--- config.mk ---
export PLATFORM = sky130hd
export DESIGN_NAME = sos_stream_ctrl
export DESIGN_NICKNAME = d
export VERILOG_FILES = /design/src/rtl/sos_stream_ctrl.sv
export SDC_FILE = /design/constraint.sdc
export NUM_CORES = 1
export LEC_CHECK = 0
export CORE_MARGIN = 3
export CORE_UTILIZATION = 45
export CTS_BUF_LIST = sky130_fd_sc_hd__clkbuf_16
export DETAILED_ROUTE_END_ITERATION = 8
export PLACE_DENSITY_LB_ADDON = 0.1
export SKIP_CTS_REPAIR_TIMING = 1
export SLEW_MARGIN = 25
export SYNTH_ARGS = -nofsm -noshare
export SYNTH_HDL_FRONTEND = slang
export SYNTH_SLANG_ARGS = --single-unit
export TNS_END_PERCENT = 5
--- constraint.sdc ---
create_clock -name clk -period 7.5 [get_ports clk]
set_input_delay 1.125 -clock clk [delete_from_list [all_inputs] [get_ports clk]]
set_output_delay 1.125 -clock clk [all_outputs]
set_load 0.005 [all_outputs]
--- src/rtl/sos_stream_ctrl.sv ---
// Stream-side controller for one SOS biquad stage: input FIFO, one-in-flight issue with timeout,
// single-entry result register. Optional latency monitor (max_lat) enabled by SOS_CTRL_LATMON_EN.
module sos_stream_ctrl #(
    parameter int unsigned FIFO_DEPTH = 8,
    parameter int unsigned TIMEOUT    = 63
) (
    input  logic                            clk,
    input  logic                            rst_n,
    input  logic                            s_valid,
    output logic                            s_ready,
    input  logic [15:0]                     s_data,
    output logic                            m_valid,
    input  logic                            m_ready,
    output logic [15:0]                     m_data,
    output logic                            sos_valid_in,
    output logic [15:0]                     sos_data_in,
    input  logic                            sos_valid_out,
    input  logic [15:0]                     sos_data_out,
    output logic [$clog2(FIFO_DEPTH):0]     fifo_level,
    output logic                            busy,
    output logic                            timeout_err
`ifdef SOS_CTRL_LATMON_EN
    ,
    output logic [7:0]                      max_lat
`endif
);

    localparam int unsigned AW = $clog2(FIFO_DEPTH);
    localparam int unsigned LW = AW + 1;
    localparam int unsigned CW = 8;

    typedef enum logic [1:0] {
        IDLE  = 2'd0,
        ISSUE = 2'd1,
        WAIT  = 2'd2
    } state_t;

    state_t          state;
    logic [15:0]     mem [FIFO_DEPTH];
    logic [AW-1:0]   wr_ptr;
    logic [AW-1:0]   rd_ptr;
    logic [LW-1:0]   count;
    logic [CW-1:0]   wait_cnt;
    logic            push;
    logic            pop;

    // Status is a pure function of registered state: no path from m_ready or sos_valid_out.
    assign s_ready    = (count != LW'(FIFO_DEPTH));
    assign fifo_level = count;
    assign busy       = (state != IDLE);
    assign push       = s_valid && s_ready;
    assign pop        = (state == IDLE) && (count != '0) && !m_valid;

    // FIFO storage; contents need no reset since count gates every read.
    always_ff @(posedge clk) begin
        if (push) begin
            mem[wr_ptr] <= s_data;
        end
    end

    always_ff @(posedge clk or negedge rst_n) begin
        if (!rst_n) begin
            wr_ptr <= '0;
            rd_ptr <= '0;
            count  <= '0;
        end else begin
            if (push) begin
                wr_ptr <= AW'(wr_ptr + 1'b1);
            end
            if (pop) begin
                rd_ptr <= AW'(rd_ptr + 1'b1);
            end
            count <= LW'(count + LW'(push) - LW'(pop));
        end
    end

    // Issue FSM with registered stage and result outputs.
    always_ff @(posedge clk or negedge rst_n) begin
        if (!rst_n) begin
            state        <= IDLE;
            sos_valid_in <= 1'b0;
            sos_data_in  <= '0;
            wait_cnt     <= '0;
            m_valid      <= 1'b0;
            m_data       <= '0;
            timeout_err  <= 1'b0;
`ifdef SOS_CTRL_LATMON_EN
            max_lat      <= '0;
`endif
        end else begin
            if (m_valid && m_ready) begin
                m_valid <= 1'b0;
            end
            case (state)
                IDLE: begin
                    if (pop) begin
                        sos_data_in  <= mem[rd_ptr];
                        sos_valid_in <= 1'b1;
                        state        <= ISSUE;
                    end
                end
                ISSUE: begin
                    sos_valid_in <= 1'b0;
                    wait_cnt     <= '0;
                    state        <= WAIT;
                end
                WAIT: begin
                    wait_cnt <= CW'(wait_cnt + 1'b1);
                    // A result arriving on the timeout cycle still counts as a result.
                    if (sos_valid_out) begin
                        m_data  <= sos_data_out;
                        m_valid <= 1'b1;
                        state   <= IDLE;
`ifdef SOS_CTRL_LATMON_EN
                        if (wait_cnt > max_lat) begin
                            max_lat <= wait_cnt;
                        end
`endif
                    end else if (wait_cnt == CW'(TIMEOUT)) begin
                        timeout_err <= 1'b1;
                        state       <= IDLE;
                    end
                end
                default: begin
                    state <= IDLE;
                end
            endcase
        end
    end

endmodule

==> impl_metrics.ini <==
[floorplan]
num_rows = 46
ioPinCount = 78
fp.coreArea_um2 = 15900
die_y_um = 134
start_util = 0.463
die_w_um = 134
die_area_um2 = 18000

[sta]
slew_headroom = 0.420
finalHoldViolations = 0
rsz0062_at_grt = false
fin_skew_ns = 0.00972
tns_ns = 0
min_period_ns = 3.07
slew_viol_final = 0
worstMarginPinSlew_ns = 0.866
fmax_mhz = 326
post-route-period-util = 0.409
holdWs_ns = 0.471
setup_viol = 0

[cells_and_area]
num-nets-final = 610
drive_above_1_share = 0.129
num_antenna_cells = 0
syn2layout_area_growth_pct = 22.0
stdcell_count = 788
layout_commonest_cell = edfxtp_1
final_cell_mix = edfxtp_1 (128), clkdlybuf4s50_1 (76), mux2i_1 (65)

[clock_network]
cts_buffers = 17
cts-root-buf = clkbuf_16
cts_num_sinks = 183
tritoncts = yes
insertion_delay_ns = 0.43
clockBufferDepth = 2
htree_levels = 4
clkTransAtPathRegs_ns = 0.07

[power_and_ir_drop]
power_mw = 3.55
powerDensity_nw_per_um2 = 394
worst_ir_drop_vdd_mv = 0.308
leakage_nw = 3.48

[grt]
groute.usage.overall = 0.169
antenna_found_initial = 0
overflow = 0
grt_pass1_vias = 4158
grt_pass1_wl_um = 23200
grt_max_degree = 56

[setup_path]
crit_start = fifo_level[2]
required_ns = 6.38
r2r_end = fifo_level[2]
worstReg2RegStart = fifo_level[2]
crit_arrival_ns = 1.95
path_class = register to output pin
critPathCaptureType = output pin
r2r_cells = 11
crit_path_max_fanout = 4
r2r_slack_ns = 4.93
worstSetupStartpointType = register

[hold_path]
holdPathStages = 1
min_to = timeout_err
holdCritStartpoint = timeout_err
hold_class = register to register

[detailed_routing]
drt_iter0_markers = 366
drc = 0
via_per_inst = 5.16
wl_um = 14500
wire_per_inst_um = 18.4
vias = 4063
dr.pass1.iters = 4
ant_nets = 0

[status]
status = complete, no violations

[synth]
seq_area_frac_synth = 0.708
synth-seq-cells = 183
synth_top_area_cell = edfxtp_1
synthTopCellsByArea = edfxtp_1 (52%), dfrtp_1 (19%), mux2i_1 (8.8%)
synth_nets = 521
yosysWarnings = 0
synth_top_area_share = 0.521
syn_area_per_cell_um2 = 15.7
syn-instance-count = 470
ys_types = 43
synthesis.area_um2 = 7370

[placement]
place.gp.congestion = 0.748
place_inst = 756
io_buffers = 77
place.detailed.hpwl_um = 8970

[run]
cap_violations = 0
synthesized netlist by cell type (all sizes together):
cell type	count
nand4	1
fa	1
xor2	2
nor4	2
ha	13
o21ai	23
clkbuf	4
and3	1
nor3	5
inv	31
a21o	4
mux2i	65
mux2	20
dfrtp	55
o31ai	1
or2	1
a22oi	32
nor2	11
a31o	1
a21oi	2
o221ai	1
xnor2	3
buf	16
nand2b	2
nand3	23
a22o	1
edfxtp	128
and2	1
nand2	16
or3b	1
nor2b	2
nor3b	1
worst max-delay path by stage:
stage / endpoint / cells past startpoint / slack (ns)
floorplan: mem[0][0] / 3 / 4.42
global placement: mem[6][6] / 5 / 4.31
detailed placement: mem[6][6] / 5 / 4.26
CTS: s_ready / 4 / 4.39
global route: s_ready / 4 / 4.34
finish: s_ready / 4 / 4.43
sequential cells by signal, summed over array words and instances (netlist names):
| signal | flops |
|---|---|
| wait_cnt | 8 |
| timeout_err | 1 |
| m_data | 16 |
| sos_data_in | 16 |
| rd_ptr | 3 |
| m_valid | 1 |
| sos_valid_in | 1 |
| mem | 128 |
| state | 2 |
| fifo_level | 4 |
| wr_ptr | 3 |
metrics by stage:
stage               setup WS [ns]  cell area (um2)  utilization
floorplan                    4.42             7370            -
global placement             4.31             8380        0.526
CTS                          4.39             9000        0.564
global route                 4.34             9000        0.564
detailed placement           4.26             8410        0.527
finish                       4.43             9000        0.564
worst max-delay path, cell delays in order, from the launching register on:
cell and delay, ns:
dfrtp_1 0.38, inv_1 0.10, ha_1 0.15, or3b_1 0.41, clkdlybuf4s50_1 0.47
cell type report:
type                       instances  area [um2]
multi-input combinational        236        1920
clock buffer                      17         425
inverter                          31         116
fill                            1292        6950
tap                              216         270
sequential                       183        5220
clock inverter                    15         163
timing repair buffer              90         883
routing by layer:
| layer | routed length, um | part of all wire | up-vias | GRT usage |
|---|---|---|---|---|
| met1 | 6830 | 0.47 | 2052 | 0.241 |
| met5 | 0 | 0 | - | 0 |
| met4 | 129 | 0.0089 | 0 | 0.0560 |
| met2 | 6940 | 0.48 | 73 | 0.260 |
| met3 | 567 | 0.039 | 10 | 0.0383 |
| li1 | - | - | 1928 | - |
where the power goes:
group	switching (mW)	leakage (nW)	internal (mW)
logic	0.595	1.35	0.589
registers	0.151	1.84	1.33
clock network	0.364	0.286	0.519
total	1.11	3.48	2.44
cell families after synthesis:
| logic type | synth area share |
|---|---|
| flops | 0.708 |
| mux | 0.120 |
| simple gates | 0.0487 |
| compound gates | 0.0589 |
| buf+inv | 0.0341 |
| fa+ha+maj | 0.0248 |
| xor+xnor | 0.00594 |
(Power assumes the default switching activity.)
